## config.mk

```make
export PLATFORM = sky130hd
export DESIGN_NAME = openram_bank_ctrl
export DESIGN_NICKNAME = d
export VERILOG_FILES = /design/src/rtl/openram_pkg.sv /design/src/rtl/openram_addr_decode.sv /design/src/rtl/openram_bank_ctrl.sv
export SDC_FILE = /design/constraint.sdc
export NUM_CORES = 1
export LEC_CHECK = 0
export CAP_MARGIN = 20
export CORE_MARGIN = 4
export CORE_UTILIZATION = 36
export DETAILED_ROUTE_END_ITERATION = 6
export PLACE_DENSITY_LB_ADDON = 0.3
export SLEW_MARGIN = 20
export SYNTH_ARGS = -nofsm -noshare
export SYNTH_HDL_FRONTEND = slang
export SYNTH_SLANG_ARGS = --single-unit
```

## constraint.sdc

```tcl
create_clock -name clk -period 2.3 [get_ports clk]
set_clock_uncertainty 0.2 [all_clocks]
set_input_delay 0.46 -clock clk [delete_from_list [all_inputs] [get_ports clk]]
set_output_delay 0.46 -clock clk [all_outputs]
set_load 0.1 [all_outputs]
```

## src/rtl/openram_pkg.sv

```systemverilog
// Shared types and sizing helpers for the OpenRAM bank controller family.
// Helpers are functions so each instance can size itself from its own parameters.
package openram_pkg;

  typedef enum logic [1:0] {
    IDLE,
    ACCESS,
    WAIT,
    RESP
  } ctrl_state_e;

  function automatic int byteOffBitsOf(input int dataWidth);
    return (dataWidth > 8) ? $clog2(dataWidth / 8) : 0;
  endfunction

  // A single bank needs no select bits; callers still size the bank port to at least one bit.
  function automatic int bankSelBitsOf(input int bankCount);
    return (bankCount > 1) ? $clog2(bankCount) : 0;
  endfunction

  localparam int ByteOffBits = byteOffBitsOf(32);
  localparam int BankSelBits = bankSelBitsOf(4);

endpackage

```

## src/rtl/openram_addr_decode.sv

```systemverilog
// Combinational byte-address decode into interleaved bank, macro row and error flag.
// Misaligned addresses and word indices beyond bank+row bits are flagged as errors.
module openram_addr_decode
  import openram_pkg::*;
#(
  parameter int DataWidth     = 32,
  parameter int AddrWidth     = 32,
  parameter int BankCount     = 4,
  parameter int BankAddrWidth = 8,
  localparam int ByteOff      = byteOffBitsOf(DataWidth),
  localparam int SelBits      = bankSelBitsOf(BankCount),
  localparam int SelW         = (SelBits > 0) ? SelBits : 1
) (
  input  logic [AddrWidth-1:0]     reqAddr,
  output logic [SelW-1:0]          bank,
  output logic [BankAddrWidth-1:0] row,
  output logic                     err
);

  logic [AddrWidth-1:0] wordIdx;
  logic [AddrWidth-1:0] lowMask;
  logic [AddrWidth-1:0] highIdx;

  assign wordIdx = reqAddr >> ByteOff;
  assign lowMask = AddrWidth'((64'd1 << ByteOff) - 64'd1);
  assign highIdx = wordIdx >> (SelBits + BankAddrWidth);
  assign row     = wordIdx[SelBits +: BankAddrWidth];
  assign err     = (|(reqAddr & lowMask)) || (|highIdx);

  generate
    if (SelBits > 0) begin : g_multi_bank
      assign bank = wordIdx[SelW-1:0];
    end else begin : g_single_bank
      assign bank = '0;
    end
  endgenerate

endmodule

```

## src/rtl/openram_bank_ctrl.sv

```systemverilog
// Valid/ready request controller for an interleaved array of OpenRAM single-port macros.
// One request outstanding; every macro strobe and shared bus signal is a register output.
module openram_bank_ctrl
  import openram_pkg::*;
#(
  parameter int DataWidth     = 32,
  parameter int AddrWidth     = 32,
  parameter int BankCount     = 4,
  parameter int BankAddrWidth = 8,
  parameter int ReadLatency   = 1
) (
  input  logic                           clk,
  input  logic                           nReset,
  input  logic                           reqValid,
  output logic                           reqReady,
  input  logic                           reqWrite,
  input  logic [AddrWidth-1:0]           reqAddr,
  input  logic [DataWidth-1:0]           reqWData,
  input  logic [DataWidth/8-1:0]         reqWMask,
  output logic                           respValid,
  input  logic                           respReady,
  output logic [DataWidth-1:0]           respRData,
  output logic                           respErr,
  output logic [BankAddrWidth-1:0]       sramAddr,
  output logic [DataWidth-1:0]           sramDataIn,
  output logic [DataWidth/8-1:0]         sramWMask,
  output logic [BankCount-1:0]           sramCsB,
  output logic                           sramWeB,
  output logic                           sramOeB,
  input  logic [BankCount*DataWidth-1:0] sramDataOut
);

  localparam int SelBits = bankSelBitsOf(BankCount);
  localparam int SelW    = (SelBits > 0) ? SelBits : 1;
  localparam int CntW    = $clog2(ReadLatency + 1);

  ctrl_state_e state, nextState;

  logic [SelW-1:0]          decBank;
  logic [BankAddrWidth-1:0] decRow;
  logic                     decErr;

  logic [SelW-1:0]      bankReg;
  logic                 writeReg;
  logic [CntW-1:0]      waitCnt;
  logic [BankCount-1:0] nextCsB;
  logic                 nextWeB;
  logic                 nextOeB;

  openram_addr_decode #(
    .DataWidth    (DataWidth),
    .AddrWidth    (AddrWidth),
    .BankCount    (BankCount),
    .BankAddrWidth(BankAddrWidth)
  ) u_decode (
    .reqAddr(reqAddr),
    .bank   (decBank),
    .row    (decRow),
    .err    (decErr)
  );

  assign reqReady = (state == IDLE);

  // Strobe values are computed for the upcoming state and registered, so the
  // macros never see a combinational path from the client request.
  always_comb begin
    nextState = state;
    nextCsB   = '1;
    nextWeB   = 1'b1;
    nextOeB   = 1'b1;
    case (state)
      IDLE: begin
        if (reqValid) begin
          if (decErr || (reqWrite && (reqWMask == '0))) begin
            nextState = RESP;
          end else begin
            nextState = ACCESS;
            nextCsB   = ~(BankCount'(1) << decBank);
            nextWeB   = ~reqWrite;
            nextOeB   = reqWrite;
          end
        end
      end
      ACCESS: begin
        if (writeReg) begin
          nextState = RESP;
        end else begin
          nextState = WAIT;
          nextOeB   = 1'b0;
        end
      end
      WAIT: begin
        if (waitCnt == '0) begin
          nextState = RESP;
        end else begin
          nextOeB = 1'b0;
        end
      end
      RESP: begin
        if (respReady) begin
          nextState = IDLE;
        end
      end
      default: nextState = IDLE;
    endcase
  end

  always_ff @(posedge clk or negedge nReset) begin
    if (!nReset) begin
      state      <= IDLE;
      sramCsB    <= '1;
      sramWeB    <= 1'b1;
      sramOeB    <= 1'b1;
      sramAddr   <= '0;
      sramDataIn <= '0;
      sramWMask  <= '0;
      respValid  <= 1'b0;
      respErr    <= 1'b0;
      respRData  <= '0;
      bankReg    <= '0;
      writeReg   <= 1'b0;
      waitCnt    <= '0;
    end else begin
      state     <= nextState;
      sramCsB   <= nextCsB;
      sramWeB   <= nextWeB;
      sramOeB   <= nextOeB;
      respValid <= (nextState == RESP);
      case (state)
        IDLE: begin
          if (reqValid) begin
            bankReg   <= decBank;
            writeReg  <= reqWrite;
            respErr   <= decErr;
            respRData <= '0;
            if (!decErr) begin
              sramAddr   <= decRow;
              sramDataIn <= reqWData;
              sramWMask  <= reqWMask;
            end
          end
        end
        ACCESS: waitCnt <= CntW'(ReadLatency - 1);
        WAIT: begin
          if (waitCnt != '0) begin
            waitCnt <= waitCnt - 1'b1;
          end else begin
            respRData <= sramDataOut[bankReg*DataWidth +: DataWidth];
          end
        end
        default: ;
      endcase
    end
  end

endmodule
```

* Word level (Yosys, flattened, before mapping)
Index checks and enable logic that the tools add are counted.
** Cells by class
- Shift-type cells :: 2
- Equal/unequal tests :: 6
- Mux-type cells :: 22
- Bitwise operators :: 3
- Reductions and logical operators :: 12
- $add $sub $neg :: 1
** Operators by type and width (number)
- $shiftx 128x8->32 :: 1
- $mux 32 :: 2
- $pmux 32 s2 :: 1
- $reduce_or 20->1 :: 1
- $mux 4 :: 3
- $mux 1 :: 9
- $mux 2 :: 4
- $pmux 2 s4 :: 1
- $eq 2x2->1 const B :: 3
- $reduce_and 3->1 :: 2
- $logic_not 4->1 :: 1
- $ne 2x2->1 const B :: 2
- $not 4->4 :: 1
- $reduce_bool 2->1 :: 2
- $shl 1x2->4 const A :: 1
- $pmux 1 s3 :: 1
- $eq 2x1->1 const B :: 1
- $logic_not 2->1 :: 1
- $logic_or 1x1->1 :: 2
- $not 1->1 :: 2
- $pmux 1 s2 :: 1
- $reduce_and 2->1 :: 1
- $reduce_or 2->1 :: 1
- $logic_and 1x1->1 :: 1
- $sub 1x1->1 const B :: 1
** Word-level totals
- Output and inout bits :: 85
- Register bits after elaboration :: 90
- Word-level logic and storage cells :: 59
- Bits of input ports :: 201

* Longest topological paths before layout
Gate-level depths: netlist of run 1.
- Depth after elaboration :: 7
- Mapped depth :: 6
- Depth with buffers taken out :: 5

* By module
Synthesis of run 1 repeated with hierarchy kept, for this count alone.
** Second synthesis, totals
- Cell total of the unflattened synthesis :: 335
- Area, all modules :: 4352.9 um2
** By module, submodules not included
- openram_bank_ctrl :: cells an instance 318, sequential area each 2234.6 um2, times used 1, area each 4231.6 um2
- openram_addr_decode :: cells an instance 17, sequential area each 0.0 um2, times used 1, area each 121.4 um2

* Worst setup path before layout of run 1
No wires, ideal clock.
- Path type :: register -> register
- Start point :: register state[1]
- End point :: register sramAddr[0]
- Setup time :: 0.125 ns
- Stages on the path, launching flop included :: 6
- Clock period less this slack :: 3.437 ns
- Path slack :: -1.137 ns
- Arrival time :: 3.111 ns
- Cells stage by stage :: dfrtp_1 -> nor2_1 -> nand2_1 -> nor3_4 -> buf_6 -> mux2_2
** Between the ends
- Longest elaborated chain between the ends :: 2
** RTL lines
- start: declaration :: line openram_bank_ctrl.sv:37 : ctrl_state_e state, nextState;
- start signal: assignment :: line openram_bank_ctrl.sv:124 : state <= nextState;
- $logic_not 2->1
- via reqReady :: line openram_bank_ctrl.sv:15 : output logic reqReady,
- $reduce_and 3->1 (no line)
- end signal: assignment :: line openram_bank_ctrl.sv:137 : sramAddr <= decRow;
- end: declaration :: line openram_bank_ctrl.sv:24 : output logic [BankAddrWidth-1:0] sramAddr,
The timed path passes the listed nets, and every way through them passes these cells.
A chain may end at the register's enable or synchronous reset.

* Worst setup path after layout of run 1
- Start point :: input reqAddr[18]
- End point :: register sramWMask[1]
** Between the ends
- Longest elaborated chain between the ends :: 4
** RTL lines
- start: declaration :: line openram_bank_ctrl.sv:17 : input logic [AddrWidth-1:0] reqAddr,
- $reduce_or 20->1 :: line openram_addr_decode.sv:28 : assign err = (|(reqAddr & lowMask)) || (|highIdx);
- $logic_or 1x1->1 :: line openram_addr_decode.sv:28
- $not 1->1 (no line)
- $reduce_and 3->1 (no line)
- end signal: assignment :: line openram_bank_ctrl.sv:139 : sramWMask <= reqWMask;
- end: declaration :: line openram_bank_ctrl.sv:26 : output logic [DataWidth/8-1:0] sramWMask,
Every way passes these cells.

==> metrics, run 1 <==
die area=0.0135 sq mm; fin area=0.00763 sq mm; total gr overflow=0; Worst setup SP type=primary input; clock root buffer=clkbuf_16; post-synthesis sequential area ratio=53.1%; Max Fanout on Critical Path=23; Final Setup Violations=4; MaxCap Viol Count=0; Slew Viols, Final=0; final worst path period need=2.31 ns; final hold violation count=0; Cell Area, Placed=0.00716 sq mm; Critical-path top delay cell=clkdlybuf4s50_1; fmax=434 MHz; critical path required time=2.31 ns; Initial DRC Count=112; CP Cell Sequence=clkdlybuf4s50_1 > nor4_1 > nand4_1 > nor3_4 > buf_4 > buf_12 > mux2_2; htree depth=3; post-DR vias/cell=4.96; clock sink total=89; port bufs=285; Vias=3809; Nets=820; violated checks=negative setup slack; clock latency on the worst-skew pair=0.33 ns; Fillers=848; Synthesis Warnings=0; Unique masters post-synth=25; top cells by count, synth=dfrtp_1 (83), nand2_1 (70), mux2_2 (44), nand3_1 (34), mux4_2 (32); status=complete, but fails checks; Syn Nets=525; Routed WL=14.0 mm; vias in the first global route=4085; Synth Register Bits=89; Num CTS Buffers=9; count leader, synth=dfrtp_1; syn avg cell area=13.0 sq um; Gate Count Post-Synth=324; Area growth syn-to-layout=81.2%; GR Util All Layers=20.2%; Async SR Flop Fraction=100%; die height=116 um; total power divided by cell area=1120 mW/mm^2; dominant cells by area after synthesis=dfrtp_1 (49%), mux4_2 (17%), mux2_2 (12%); setup_tns=-0.0176 ns; fin worst setup slack=-0.00578 ns; DR WL/cell=18.2 um; fraction of layout cells with a size suffix above 1=34.1%; CTS tree=built; Post-synth EDFFs=0; CTS max path bufs=2; FP Rows=39; pin count of the biggest net entering global routing=41; clk slew on worst S/H paths=0.06 ns; area of the mapped netlist=0.00421 sq mm; Data arrival, critical path=2.32 ns; fin crit share=100%; Design Power=8.53 mW; DPL Wire Length=11.1 mm; post-synth top area share=49.4%; chip width=116 um; Final ANT Viol Nets=0; actual slew at the worst max-slew pin=0.538 ns; Leakage=3.51 nW; core area=0.0114 sq mm; initial antenna violation count=1; dominant synthesized flop cell=dfrtp_1; Worst Hold Class=reg2reg; drc violations=0; Slew Limit Headroom=64.2%; CP endpoint kind=flop; global-route wire length before repair=20.8 mm; Multi-input gate area=0.00188 sq mm; Reg area=0.00224 sq mm; critical path class=in2reg; Ports=286; post-synth top area cell=dfrtp_1; Critical Path Max Stage Delay=0.40 ns; Worst VDD drop=0.000767 V; Initial Util=36.9%; TritonRoute pass-1 iters=4; routability cong.=0.744
[flip-flops by register name, summed over array words and instances (netlist names), 2 cells and up]
name / count
sramDataIn: 32
respRData: 32
sramCsB: 4
sramAddr: 8
bankReg: 2
sramWMask: 4
state: 2
[routing by layer]
layer	track usage (%)	vias to the layer above	wire [um]
met1	20.8	1837	4600
met4	6.65	0	244
met5	0	-	0
met2	38.1	194	7600
li1	-	1760	-
met3	7.25	18	1550
[path summary, 6_finish.rpt]
kind	start	to	slack, ns	cells after the start
worst max register to register	state[0]	sramWMask[1]	0.33	6
worst max-delay path	reqAddr[18]	sramWMask[1]	-0.006	7
worst min-delay path	sramDataIn[19]	sramDataIn[19]	0.29	1
worst min register to register	sramDataIn[19]	sramDataIn[19]	0.29	1
min in group asynchronous	nReset	sramDataIn[15]	0.45	2
max in group asynchronous	nReset	sramAddr[2]	0.83	3
[cell usage in the layout, fill, tap and decap left out, types with 3 or more instances in the layout]
master,Yosys,routed
o21ai_0,4,4
bufinv_16,0,3
nand3_1,34,34
dfrtp_1,83,81
nand2_1,70,69
mux4_2,32,32
clkdlybuf4s50_1,0,199
nor4_1,6,3
mux2_2,44,44
buf_12,0,10
nor4_2,0,3
mux2_1,3,3
clkbuf_16,0,10
dfstp_2,6,6
nor2_1,5,4
buf_4,0,95
[through the flow]
step | cells | util, % | setup slack [ns] | hold WS (ns)
6_report | 768 | 66.8 | -0.00578 | 0.294
5_1_grt | 768 | 66.8 | -0.0490 | 0.324
4_1_cts | 763 | 66.2 | 0.0221 | 0.302
3_5_place_dp | 744 | 62.7 | -0.412 | 0.283
3_3_place_gp | 744 | 62.7 | -0.314 | 0.270
2_1_floorplan | 324 | - | -0.0610 | -0.0356
[power breakdown]
| group | leakage [nW] | switching [mW] | internal, mW |
|---|---|---|---|
| registers | 1.15 | 0.211 | 1.91 |
| logic | 2.18 | 3.19 | 1.52 |
| clock network | 0.173 | 0.578 | 1.12 |
| total | 3.51 | 3.98 | 4.56 |
[final cells by class]
type	count	share of cell area, %
clock inverter	4	1.30
antenna	1	0.0328
timing repair buffer	307	38.9
inverter	2	0.0984
sequential	89	29.3
tap	143	2.35
multi-input combinational	210	24.6
clock buffer	12	3.36
[critical path: cells and delay by family]
kind,cells,cell delay [ns]
buffers and inverters,3,0.72
muxes,1,0.36
and+or+nand+nor,3,0.76
[cell families after synthesis]
family	count (synthesis)	share of synthesized area (%)
compound gates	7	0.862
buf+inv	25	3.03
simple gates	124	13.3
flops	89	53.1
mux	79	29.7
[repair_timing]
| action | 4_1_cts | 5_1_grt |
|---|---|---|
| gates resized for setup | 1 | 3 |
| hold buffers | 1 | 0 |
| pin swaps | 3 | 2 |
| hold endpoints to repair | 31 | 0 |
| gates cloned | 1 | 1 |
| setup endpoints to repair | 44 | 49 |
| setup buffers | 1 | 3 |
No activity file was read; power rests on OpenSTA's default activity.
==> inputs of run 2 (changes only) <==
--- a/config.mk
+++ b/config.mk
@@ -6,10 +6,10 @@
 export NUM_CORES = 1
 export LEC_CHECK = 0
 export CAP_MARGIN = 20
-export CORE_MARGIN = 4
 export CORE_UTILIZATION = 36
 export DETAILED_ROUTE_END_ITERATION = 6
 export PLACE_DENSITY_LB_ADDON = 0.3
+export RECOVER_POWER = 100
 export SLEW_MARGIN = 20
 export SYNTH_ARGS = -nofsm -noshare
 export SYNTH_HDL_FRONTEND = slang
==> constraint.sdc (replaced) <==
create_clock -name clk -period 2.3 [get_ports clk]
set_clock_uncertainty 0.2 [all_clocks]
set_input_delay 0.46 -clock clk [delete_from_list [all_inputs] [get_ports clk]]
set_output_delay 0.46 -clock clk [all_outputs]
set_load 0.02 [all_outputs]
==> run 2 against run 1 <==
  * The flow now finishes without violations
  * Die area decreased by 10%
  * First-iteration DRC count increased by 22%
  * Worst hold slack improved by 0.0021 ns
  * Clock power decreased by 13%
  * Sequential share of layout area decreased by 0.62 points
  * Critical path depth unchanged
  * Non-clock buffer count increased by 3
  * Highest routed layer unchanged
==> metrics, run 2 (same netlist as run 1, synthesis figures left out) <==
P_int=4.38 mW (-3.9%); Clk pwr share=22.4% (+2.5 points); Fillers=854 (+0.71%); WHS Path Cells=2 (+1); fin worst setup slack=0.0423 ns (+0.0481 ns); chip width=110 um (-5.2%); CP Cell Sequence=clkdlybuf4s50_1 > nor4_2 > nand4_1 > nor3_4 > buf_6 > clkbuf_16 > mux2_2; Critical-path top delay cell=clkdlybuf4s50_1; Final ANT Viol Nets=0 (unchanged); Area growth syn-to-layout=84.9%; vias in the first global route=3868 (-5.3%); port bufs=285 (unchanged); clk slew on worst S/H paths=0.06 ns (about the same); Hold Slack=0.297 ns (+0.00208 ns); Slew Limit Headroom=53.7% (-10 points); FF-to-FF setup slack=0.12 ns (-0.21 ns); final hold violation count=0 (unchanged); fin crit share=98.2% (-2.1 points); fmax=443 MHz (+2.1%); critical path class=in2reg; pin count of the biggest net entering global routing=34 (-17%); clock latency on the worst-skew pair=0.34 ns (about the same); Worst VDD drop=0.000507 V (-34%); FP Rows=39 (unchanged); Vias=3832 (+0.60%); Max Fanout on Critical Path=5 (-78%); Comb pwr share=45.5% (-9.7 points); Initial DRC Count=137 (+22%); htree depth=3 (unchanged); setup_tns=0 ns (+0.0176 ns); Num CTS Buffers=9 (unchanged); Multi-input gate area=0.00190 sq mm (+1.1%); Reg area=0.00223 sq mm (-0.11%); Design Power=6.62 mW (-22%); ant diodes=0 (-1); core area=0.0114 sq mm (unchanged); Cells after DPL=745 (+0.13%); commonest non-fill, non-tap cell in the layout=clkdlybuf4s50_1; critical path required time=2.32 ns (about the same); CTS max path bufs=2 (unchanged); routability cong.=0.765 (+2.9%); Leakage=3.41 nW (-2.8%); Initial Util=36.9% (unchanged); TritonRoute pass-1 iters=6 (+2); Final Non-Filler Cells=770 (+0.26%); Routed WL=13.6 mm (-3.0%); Critical R2R Capture=sramDataIn[22]; Data arrival, critical path=2.28 ns (-0.04 ns); Worst setup SP type=primary input; fraction of layout cells with a size suffix above 1=20.6% (-14 points); post-DR vias/cell=4.98 (+0.34%); die height=110 um (-5.2%); drc violations=0 (unchanged); CP endpoint kind=flop; Slew Viols, Final=0 (unchanged); status=finished, final reports clean; fraction of power spent switching nets=33.9% (-13 points); die area=0.0121 sq mm (-10%); total gr overflow=0 (unchanged); Critical Path Max Stage Delay=0.41 ns (about the same); Reg2Reg Depth=6 (unchanged); family with the most delay on the worst path=buffers and inverters; Buffers & Inverters on Critical Path=3 (unchanged); Worst Hold Class=reg2reg; Ports=286 (unchanged); hold worst-path end=respRData[14]; HP Start=respRData[14]; most frequent cells in the layout=clkdlybuf4s50_1 (273), dfrtp_1 (83), nand2_1 (70), mux2_2 (38), nand3_1 (34); clock root buffer=clkbuf_16; final worst path period need=2.26 ns (-0.0481 ns); clock sink total=89 (unchanged); total power divided by cell area=851 mW/mm^2 (-24%); Flop pwr share=32.2% (+7.3 points); GR Util All Layers=21.5% (+1.3 points); DPL Wire Length=10.3 mm (-6.9%); Final Setup Violations=0 (-4); DR WL/cell=17.6 um (-3.2%); Top Registers=respRData: 32 flops, sramDataIn: 32 flops, sramAddr: 8 flops; MaxCap Viol Count=0 (unchanged); initial antenna violation count=0 (-1); Nets=823 (+0.37%); actual slew at the worst max-slew pin=0.695 ns (+0.157 ns); Net Sw Power=2.25 mW (-44%); pre-CTS WS=-0.324 ns (+0.0881 ns); reg2reg start=state[1]; global-route wire length before repair=19.2 mm (-7.7%); CTS tree=built
run 2: cell types whose count changed in the layout (fill, tap and decap cells not counted), sizes merged, moves of 2 or more:
cell           previous run  this run
buf                     106        17
clkdlybuf4s50           199       273
dlymetal6s2s              0         9
clkbuf                   13        18
clkinvlp                  0         3
bufinv                    3         1
run 2: layer usage:
metal / global-route usage [%] / share of wire (%)
met5: 0 / 0
met4: 9.49 / 2.7
met3: 6.76 / 9.4
met2: 39.4 / 53
met1: 22.5 / 35
run 2: cell type report:
class	instances	area share, %
multi-input cells	210	24.4
well taps	143	2.30
flip-flops and latches	89	28.7
clock inverters	6	0.852
clock buffers	10	3.07
repair buffers	310	40.6
inverters	2	0.0965
run 2: worst max-delay path by stage:
| stage | depth (start not counted) | slack (ns) | end | startpoint |
|---|---|---|---|---|
| 6_report | 7 | 0.04 | sramDataIn[22] | reqAddr[14] |
| 3_3_place_gp | 6 | -0.28 | sramDataIn[2] | reqAddr[14] |
| 5_1_grt | 7 | -0.04 | sramDataIn[10] | reqAddr[14] |
| 3_5_place_dp | 6 | -0.32 | sramAddr[7] | reqAddr[14] |
| 2_1_floorplan | 5 | 0.02 | sramAddr[0] | state[1] |
| 4_1_cts | 6 | 0.03 | sramWMask[3] | reqAddr[14] |
run 2: worst min-delay path: stages, from the launching register on:
cell,delay (ns)
dfrtp_1,0.34
nand3_1,0.06
nand2_1,0.06
run 2: repair_timing:
item / in CTS / in global routing
endpoints found under the setup margin: 1 / 44
gates cloned: 0 / 5
hold buffers: 1 / 0
gates resized for setup: 1 / 22
hold endpoints to repair: 27 / 0
pin swaps: 0 / 5
buffers inserted: 0 / 3
run 2: power by group through the flow:
stage / combinational (mW) / clock (mW) / sequential (mW)
CTS: 3.09 / 1.52 / 2.14
detailed placement: 3.09 / 0 / 2.16
floorplan: 1.42 / 0 / 2.45
global placement: 3.04 / 0 / 2.14
global route: 3.28 / 1.58 / 2.17
finish: 3.01 / 1.48 / 2.13
run 2: through the flow:
stage | instance area, sq um | utilization (%)
floorplan | 4210 | -
global placement | 7310 | 64.0
detailed placement | 7310 | 64.0
CTS | 7620 | 66.7
global route | 7780 | 68.1
finish | 7780 | 68.1
